**config.mk**
```make
export PLATFORM = sky130hd
export DESIGN_NAME = lift_controller
export DESIGN_NICKNAME = d
export VERILOG_FILES = /design/src/rtl/lift_controller.sv
export SDC_FILE = /design/constraint.sdc
export NUM_CORES = 1
export LEC_CHECK = 0
export CELL_PAD_IN_SITES_DETAIL_PLACEMENT = 0
export CELL_PAD_IN_SITES_GLOBAL_PLACEMENT = 1
export CORE_MARGIN = 2
export CORE_UTILIZATION = 47
export CTS_CLUSTER_DIAMETER = 120
export CTS_CLUSTER_SIZE = 20
export DETAILED_ROUTE_END_ITERATION = 6
export PLACE_DENSITY = 0.84
export SETUP_SLACK_MARGIN = 0.05
export SLEW_MARGIN = 20
export SYNTH_ARGS = -nofsm -noshare
export SYNTH_HDL_FRONTEND = slang
export SYNTH_SLANG_ARGS = --single-unit
```
**constraint.sdc**
```tcl
create_clock -name iCLK -period 6.1 [get_ports iCLK]
set_clock_uncertainty 0.1 [all_clocks]
set_input_delay 1.22 -clock iCLK [delete_from_list [all_inputs] [get_ports iCLK]]
set_output_delay 1.22 -clock iCLK [all_outputs]
set_load 0.1 [all_outputs]
```
**src/rtl/lift_controller.sv**
```systemverilog
// Four-floor lift controller: request latching, up/down travel timing, door dwell and
// LCD state-change signalling.
module lift_controller #(
    parameter int unsigned TRAVEL_CYCLES = 50_000_000,
    parameter int unsigned DOOR_CYCLES   = 100_000_000
) (
    input  logic       iCLK,
    input  logic       iRST_N,
    input  logic [3:0] chamada,
    output logic [1:0] estado_atual,
    output logic       lcd_refresh,
    output logic [1:0] andar_atual,
    output logic [3:0] pedidos,
    output logic       porta_aberta
);

    typedef enum logic [1:0] {
        StIdle     = 2'd0,
        StMoveUp   = 2'd1,
        StMoveDown = 2'd2,
        StDoorOpen = 2'd3
    } state_t;

    localparam logic [26:0] TravelLast = 27'(TRAVEL_CYCLES - 1);
    localparam logic [26:0] DoorLast   = 27'(DOOR_CYCLES - 1);

    state_t      r_state;
    logic [1:0]  r_floor;
    logic [3:0]  r_pedidos;
    logic        r_dir;      // 1 = up, 0 = down
    logic [26:0] r_cnt;
    logic        r_lcd;

    state_t      w_next;
    logic [1:0]  w_floor_next;
    logic        w_dir_next;
    logic [26:0] w_cnt_next;
    logic [3:0]  w_clear;
    logic [3:0]  w_here;
    logic [3:0]  w_above;
    logic [3:0]  w_below;

    function automatic logic [1:0] estado_of(input state_t s);
        unique case (s)
            StMoveUp:   return 2'd1;
            StMoveDown: return 2'd2;
            default:    return 2'd0;
        endcase
    endfunction

    always_comb begin
        w_here       = 4'b0001 << r_floor;
        w_above      = r_pedidos & (4'b1110 << r_floor);
        w_below      = r_pedidos & (4'b0111 >> (2'd3 - r_floor));
        w_next       = r_state;
        w_floor_next = r_floor;
        w_dir_next   = r_dir;
        w_cnt_next   = r_cnt + 27'd1;
        w_clear      = 4'b0000;

        unique case (r_state)
            StIdle: begin
                w_cnt_next = 27'd0;
                if (|(r_pedidos & w_here)) begin
                    w_next  = StDoorOpen;
                    w_clear = w_here;
                end else if (|w_above) begin
                    w_next     = StMoveUp;
                    w_dir_next = 1'b1;
                end else if (|w_below) begin
                    w_next     = StMoveDown;
                    w_dir_next = 1'b0;
                end
            end
            StMoveUp: begin
                // No target left above: stop instead of stepping past floor 3.
                if (!(|w_above)) begin
                    w_next = StIdle;
                end else if (r_cnt == TravelLast) begin
                    w_floor_next = r_floor + 2'd1;
                    w_cnt_next   = 27'd0;
                    if (|(r_pedidos & (w_here << 1))) begin
                        w_next  = StDoorOpen;
                        w_clear = w_here << 1;
                    end
                end
            end
            StMoveDown: begin
                if (!(|w_below)) begin
                    w_next = StIdle;
                end else if (r_cnt == TravelLast) begin
                    w_floor_next = r_floor - 2'd1;
                    w_cnt_next   = 27'd0;
                    if (|(r_pedidos & (w_here >> 1))) begin
                        w_next  = StDoorOpen;
                        w_clear = w_here >> 1;
                    end
                end
            end
            StDoorOpen: begin
                // A press on the open floor extends the dwell instead of being queued.
                w_clear = w_here;
                if (|(chamada & w_here)) begin
                    w_cnt_next = 27'd0;
                end else if (r_cnt == DoorLast) begin
                    if (r_dir ? (|w_above) : (|w_below)) begin
                        w_next = r_dir ? StMoveUp : StMoveDown;
                    end else if (r_dir ? (|w_below) : (|w_above)) begin
                        w_next     = r_dir ? StMoveDown : StMoveUp;
                        w_dir_next = ~r_dir;
                    end else begin
                        w_next = StIdle;
                    end
                end
            end
            default: w_next = StIdle;
        endcase

        if (w_next != r_state) begin
            w_cnt_next = 27'd0;
        end
    end

    always_ff @(posedge iCLK) begin
        if (!iRST_N) begin
            r_state   <= StIdle;
            r_floor   <= 2'd0;
            r_pedidos <= 4'b0000;
            r_dir     <= 1'b1;
            r_cnt     <= 27'd0;
            r_lcd     <= 1'b0;
        end else begin
            r_state   <= w_next;
            r_floor   <= w_floor_next;
            r_pedidos <= (r_pedidos | chamada) & ~w_clear;
            r_dir     <= w_dir_next;
            r_cnt     <= w_cnt_next;
            r_lcd     <= (estado_of(w_next) != estado_of(r_state));
        end
    end

    assign estado_atual = estado_of(r_state);
    assign lcd_refresh  = r_lcd;
    assign andar_atual  = r_floor;
    assign pedidos      = r_pedidos;
    assign porta_aberta = (r_state == StDoorOpen);

endmodule

```
---- Word level (Yosys, flattened, before mapping) ----
Cells that the tools add are included.
storage, ports and cells
  bits in registers ....................... 37
  input bits .............................. 6
  output and inout port bits .............. 10
  logic and storage cells ................. 103
cells by class
  $add $sub $neg .......................... 4
  equal/unequal tests ..................... 19
  shifts and indexed selects .............. 3
  multiplexer cells ....................... 48
  bitwise operators ....................... 11
  reduce and logical (&&, ||, !) cells .... 12
operator list
  operator                                                                  count
  27-bit 2-to-1 mux                                                         4
  27-bit one-hot mux with 4 select lines                                    1
  2-bit 2-to-1 mux                                                          21
  27-bit by 1-bit adder with 27-bit output (second input constant)          1
  27-bit by 26-bit equality test with 1-bit output (second input constant)  1
  27-bit equality test (second input constant)                              1
  4-bit bitwise AND                                                         6
  4-bit OR reduction                                                        6
  4-bit 2-to-1 mux                                                          4
  4-bit one-hot mux with 4 select lines                                     1
  2-bit != test (second input constant)                                     7
  2-bit one-hot mux with 2 select lines                                     3
  1-bit 2-to-1 mux                                                          9
  3-bit 2-to-1 mux                                                          3
  2-bit one-hot mux with 4 select lines                                     1
  7-bit AND reduction                                                       1
  2-bit equality test (second input constant)                               3
  5-bit AND reduction                                                       1
  4-bit by 3-bit bitwise AND with 4-bit output                              1
  2-bit by 1-bit equality test with 1-bit output (second input constant)    2
  2-bit by 1-bit != test with 1-bit output (second input constant)          2
  2-bit != test                                                             2
  4-bit NOT                                                                 1
  4-bit OR                                                                  1
  12 further kinds                                                          14

---- Depth between registers and ports, before layout ----
Gate-level depths: netlist of the first run.
  word-level depth ........................ 14
  mapped depth ............................ 12
  gate-level depth less buffers ........... 10

---- Worst setup path after synthesis of the first run ----
No wires, ideal clock.
  path type ............................... in2reg
  start point ............................. input port chamada[3]
  end point ............................... register r_cnt[10]
  library setup time ...................... 115 ps
  data arrival time ....................... 3383 ps
  required time ........................... 5885 ps
  slack ................................... 2502 ps
  stages .................................. 9
  buffers on the path ..................... 2
  cells stage by stage .................... mux4_2 or4_1 buf_2 a2111oi_4 o31ai_2 and3_4 o221ai_4 buf_6 nor2_1
on the way
  longest elaborated chain between the ends .. 6
  elaborated cells between the ends (all ways) .. 8
  those cells by class .................... 1 x eq/ne; 4 x mux; 1 x bitwise; 2 x reduce/logical
ends and longest elaborated chain
  item                                   RTL line  RTL
  start: declaration                     9         input logic [3:0] chamada,
  4-bit bitwise AND *                    103       if (|(chamada & w_here)) begin
  4-bit OR reduction *                   103
  2-bit 2-to-1 mux                       103
  2-bit one-hot mux with 4 select lines  61        unique case (r_state)
  2-bit != test                          119       if (w_next != r_state) begin
  2-bit OR reduction (no source line)    n/a
  end signal: assignment                 137       r_cnt <= w_cnt_next;
  end: declaration                       31        logic [26:0] r_cnt;
Mark *: on every way between the ends. The rest lies on a longest branch, timed or not.
A chain may end at the register's enable or synchronous reset.

---- Worst setup path after layout of the first run ----
  start point ............................. input port chamada[3]
  end point ............................... register r_cnt[24]
The elaborated chain is that of the path after synthesis.

==> results of run 1 <==
## critical path: cells and delay by family
family	cells	cell delay (ps)
compound gates	3	1050
simple gates	3	1030
buf+inv	1	430
mux	1	510
## per-layer routing
metal	share of wire, %	global-route usage (%)
met1	48	28.0
met2	46	32.6
met3	4.3	5.62
met4	1.7	7.88
met5	0	0
## final cells by class
type / count / area (um2)
Fill cell: 468 / 2140
Multi-Input combinational cell: 228 / 1450
Sequential cell: 37 / 741
Timing Repair Buffer: 15 / 150
Clock buffer: 6 / 72.6
Tap cell: 54 / 67.6
Clock inverter: 2 / 38.8
Inverter: 10 / 37.5
## registers in the layout, indices dropped and copies added, names as in the netlist
name	count
andar_atual	2
lcd_refresh	1
pedidos	4
r_cnt	27
r_dir	1
r_state	2
## per-stage QoR
stage,utilization (%),hold WS [ps]
floorplan,-,342
global placement,52.0,370
detailed placement,52.0,378
CTS,54.4,390
global route,54.4,416
finish,54.4,389
## power by group
group	switching [uW]	internal (uW)	leakage, uW
Clock	92.8	123	0.0000554
Sequential	18.3	254	0.000300
Combinational	216	101	0.000462
Total	328	478	0.000817
## final timing paths
path                                startpoint         to  cells after the start
worst max-delay path                chamada[3]  r_cnt[24]                      8
worst min-delay path                  r_cnt[0]   r_cnt[0]                      1
worst max register to register  andar_atual[0]  r_cnt[24]                      7
worst min register to register        r_cnt[0]   r_cnt[0]                      1
## cell usage in the layout (no fill, tap or decap), drive strengths merged, types with 2 or more instances in the layout
cell,count
nor2,38
clkdlybuf4s50,15
nor2b,3
a211oi,5
inv,10
o211ai,2
nor4,5
clkbuf,6
o21ai,20
nand3,16
dfxtp,37
nand4,6
a21oi,15
xor2,9
and2,8
mux4,2
xnor2,19
mux2i,3
a31oi,3
nor3,4
nand2,31
ha,5
and3,8
and4,4
nand4b,2
nand2b,2
## kinds of logic after synthesis
| logic type | share of synthesized area [%] |
|---|---|
| fa+ha+maj | 2.74 |
| simple gates | 30.0 |
| mux | 3.29 |
| buf+inv | 4.17 |
| xor+xnor | 10.8 |
| flops | 32.5 |
| compound gates | 16.6 |
==> results by group, run 1 <==
Routing
  – Drt total wl: 5100 um
  – DRT Pass-1 Iters: 4
  – Vias/cell: 5.80
  – Drt wl/cell: 14.5 um
  – # DRC: 0
  – Routed Antenna Nets: 0
  – Via count: 2,040
  – DR iter-0 viols: 213

Global routing
  – Largest net degree at the start of global routing: 28
  – Grt total ovfl: 0
  – Wire length of the first global-routing pass: 8890 um
  – Vias in the first global route: 1,881
  – Initial antenna violation count: 0
  – GRT Overall Usage: 21.0%

Synthesis
  – Ys Warns: 0
  – Most common flop cell mapped by yosys: dfxtp_1
  – Netlist cell types: 49
  – Post-Synthesis Net Count: 297
  – FFs w/ async S/R, synth: 0%
  – Synth cell count leaders: nor2_1, dfxtp_1, nand2_1
  – Gate count of the mapped netlist: 286
  – Number of synthesized register bits: 37
  – Dominant cell type by area after synthesis: dfxtp_1
  – Mean post-synth cell area: 7.98 um2
  – Post-synth EDFFs: 0
  – Synth area leaders: dfxtp_1, xnor2_1, nor2_1
  – Post-synthesis sequential area ratio: 32.5%
  – Top-count cell post-synth: nor2_1
  – Synth top area share: 32.5%
  – Synthesized cell area: 2280 um2

CTS
  – Post_cts resized: 0
  – Clock tree from TritonCTS: built
  – Clock Latency Late Sink: 290 ps
  – CTS Hold Bufs: 0
  – Setup Fix Bufs, Post-CTS: 0
  – Clock slew at reported path FFs: 80 ps
  – Total CTS buffers: 5
  – Root buf cell: clkbuf_8
  – H-tree lvl count: 2
  – Sink Count: 37
  – CTS Buffer Depth: 2

Floorplanning
  – Die area: 5430 um2
  – Die height: 73.7 um
  – Top Ports: 16
  – Core ar.: 4690 um2
  – Row count: 25
  – Initial core utilization: 48.6%
  – Die X: 73.7 um

Timing
  – Max Clock Freq: 238 MHz
  – Final count of hold timing violations: 0
  – Setup TNS: 0 ps
  – Tcrit/Tclk final: 68.9%
  – Min Tclk post-route: 4200 ps
  – Final setup viols: 0
  – Worst-Margin Slew: 1040 ps
  – RSZ-0062 raised after global routing: no
  – Final worst setup slack: 1900 ps
  – Rel. slew slack: 29.7%
  – Final Max Tran Viols: 0

Finish
  – Share of cells above drive strength 1: 5.70%
  – Post-route design area: 2550 um2
  – Area Overhead vs Synth: 11.9%
  – Layout Cells excl Fill: 352
  – Final net count: 308
  – Antenna diode count: 0

Power
  – Leakage: 0.000817 uW
  – Peak supply drop: 122 uV
  – Total power draw: 806 uW
  – Pwr Density: 316 nW/um2

Placement
  – Placed Cells: 344
  – I/O Buffers: 15
  – Hpwl dp: 3560 um
  – Placed instance area: 2440 um2
  – Pre-CTS setup slack: 1570 ps
  – Placer Congestion: 0.852

Setup path
  – Crit path required time: 6150 ps
  – R2r setup slk: 2510 ps
  – CP max stage cell: or4_1
  – CP max stage delay: 700 ps
  – Crit. End Element: flop
  – Worst Path Class, Setup: input pin to flop
  – CP Max Fanout: 27
  – Setup crit start kind: input pin
  – Crit-path cells: clkdlybuf4s50_1, mux4_2, or4_1, a2111oi_4, o31ai_2, and3_4, o221ai_4, nor2b_1
  – CP arrival: 4250 ps

Run
  – Maxcap violations: 0

Run status
  – Status: completed

Worst hold path
  – Hold Crit Class: flop to flop
No activity file was read; power rests on OpenSTA's default activity.
==> run 2, diff against run 1 <==
--- a/config.mk
+++ b/config.mk
@@ -8,11 +8,11 @@
 export CELL_PAD_IN_SITES_DETAIL_PLACEMENT = 0
 export CELL_PAD_IN_SITES_GLOBAL_PLACEMENT = 1
 export CORE_MARGIN = 2
-export CORE_UTILIZATION = 47
+export CORE_UTILIZATION = 40
 export CTS_CLUSTER_DIAMETER = 120
 export CTS_CLUSTER_SIZE = 20
 export DETAILED_ROUTE_END_ITERATION = 6
-export PLACE_DENSITY = 0.84
+export PLACE_DENSITY = 0.76
 export SETUP_SLACK_MARGIN = 0.05
 export SLEW_MARGIN = 20
 export SYNTH_ARGS = -nofsm -noshare
==> constraint.sdc (replaced) <==
create_clock -name iCLK -period 3.7 [get_ports iCLK]
set_clock_uncertainty 0.1 [all_clocks]
set_input_delay 0.74 -clock iCLK [delete_from_list [all_inputs] [get_ports iCLK]]
set_output_delay 0.74 -clock iCLK [all_outputs]
set_load 0.1 [all_outputs]
==> results by group, run 2 (synthesis gave the netlist of run 1 again) <==
Run status
  – Status: completed

Setup path
  – Worst Path Class, Setup: input pin to flop
  – Crit. End Element: flop
  – CP arrival: 3500 ps
  – Worst R2R End: r_cnt[0]
  – CP Max Fanout: 27
  – FF-to-FF path depth: 10
  – R2r setup slk: 680 ps
  – Crit path required time: 3820 ps
  – Setup crit start kind: input pin
  – RR Startpoint: r_cnt[0]

Routing
  – Vias/cell: 5.42
  – DR iter-0 viols: 178
  – DRT Pass-1 Iters: 4
  – Via count: 2,055
  – Drt wl/cell: 14.0 um
  – Routed Antenna Nets: 0
  – Drt total wl: 5310 um
  – # DRC: 0

Timing
  – Rel. slew slack: 35.7%
  – Max Clock Freq: 296 MHz
  – Tcrit/Tclk final: 91.4%
  – Min Tclk post-route: 3380 ps
  – Final count of hold timing violations: 0
  – RSZ-0062 raised after global routing: no
  – Worst-Margin Slew: 962 ps
  – Final Max Tran Viols: 0
  – Final setup viols: 0
  – Setup TNS: 0 ps

Global routing
  – Largest net degree at the start of global routing: 28
  – Grt total ovfl: 0
  – GRT Overall Usage: 18.1%
  – Wire length of the first global-routing pass: 9080 um
  – Initial antenna violation count: 0
  – Vias in the first global route: 1,918

Power
  – Gate power share: 40.3%
  – Sw frac: 39.8%
  – Total power draw: 1370 uW
  – Net load switching power: 547 uW
  – Peak supply drop: 284 uV
  – Register share of total power: 32.7%
  – Pwr Density: 519 nW/um2
  – Internal cell power: 827 uW
  – Clk pwr share: 27.0%
  – Leakage: 0.000881 uW

CTS
  – Clock slew at reported path FFs: 80 ps
  – Sink Count: 37
  – Setup Fix Bufs, Post-CTS: 0
  – Total CTS buffers: 5
  – Post_cts resized: 0
  – CTS Hold Bufs: 0
  – CTS Buffer Depth: 2
  – Clock tree from TritonCTS: built
  – Clock Latency Late Sink: 290 ps
  – Root buf cell: clkbuf_8
  – H-tree lvl count: 2

Finish
  – Commonest non-fill, non-tap cell in the layout: nor2_1
  – Util after Layout: 48.1%
  – Area Overhead vs Synth: 16.1%
  – Biggest register: r_cnt
  – Most frequent cells in the layout: nor2_1, dfxtp_1, nand2_1, o21ai_0, xnor2_1
  – Final net count: 317
  – Post-route design area: 2650 um2
  – Max reg flops: 27
  – Share of cells above drive strength 1: 10.7%
  – Antenna diode count: 0

Placement
  – Placer Congestion: 0.871
  – Hpwl dp: 3790 um
  – Placed instance area: 2530 um2
  – I/O Buffers: 15

Worst hold path
  – Hold path startpoint: r_cnt[0]
  – Hold Crit Class: flop to flop
  – Hold depth: 1
  – Hold Path Sink: r_cnt[0]

Floorplanning
  – Row count: 27
  – Die area: 6320 um2
  – Core ar.: 5510 um2
  – Die height: 79.5 um
  – Die X: 79.5 um
  – Initial core utilization: 41.4%
  – Top Ports: 16

Run
  – Maxcap violations: 0
==> run 2: cell count changes in the layout (fill, tap and decap cells not counted) <==
cell and delta:
clkbuf_8 +1, buf_4 +14, clkinv_4 -1, clkbuf_1 -1, clkinvlp_4 +1, clkdlybuf4s50_1 -6
buf_12 +1
==> run 2: power groups by stage <==
stage          sequential (uW)  combinational (uW)  clock (uW)
2_1_floorplan              517                 361           0
3_3_place_gp               458                 551           0
3_5_place_dp               459                 551           0
4_1_cts                    450                 554         380
5_1_grt                    455                 602         399
6_report                   450                 554         371
==> run 2: stage by stage <==
step	std cells	hold slack, ps	worst slack, ps
finish	379	381	319
global route	379	404	239
CTS	379	385	329
detailed placement	371	373	31.3
global placement	371	369	80.4
floorplan	286	342	146
==> run 2: critical path, cell delays in order <==
cell and delay [ps]:
clkdlybuf4s50_1 440, mux4_2 480, or4_1 650, a2111oi_4 320, o31ai_2 130, a21oi_2 230, o221ai_4 140, buf_12 190
nor3b_1 160
==> run 2: per-layer routing <==
metal	global-route usage [%]	wire (um)	vias up
li1	-	-	1044
met1	24.2	2470	967
met2	29.2	2570	38
met3	3.51	209	6
met4	5.69	58	0
met5	0	0	-
==> run 2: worst max-delay path by stage <==
| stage | start | to | slack, ps |
|---|---|---|---|
| 2_1_floorplan | andar_atual[0] | r_cnt[26] | 150 |
| 3_3_place_gp | chamada[2] | r_cnt[0] | 80 |
| 3_5_place_dp | chamada[2] | r_cnt[0] | 30 |
| 4_1_cts | chamada[2] | r_cnt[0] | 330 |
| 5_1_grt | chamada[2] | r_cnt[0] | 240 |
| 6_report | chamada[1] | r_cnt[0] | 320 |
==> run 2: cell type report <==
cell class                      instances  area [um2]
Fill cell                             559        2860
Multi-Input combinational cell        228        1450
Sequential cell                        37         741
Timing Repair Buffer                   24         215
Tap cell                               72        90.1
Clock buffer                            6        82.6
Clock inverter                          2        37.5
Inverter                               10        37.5
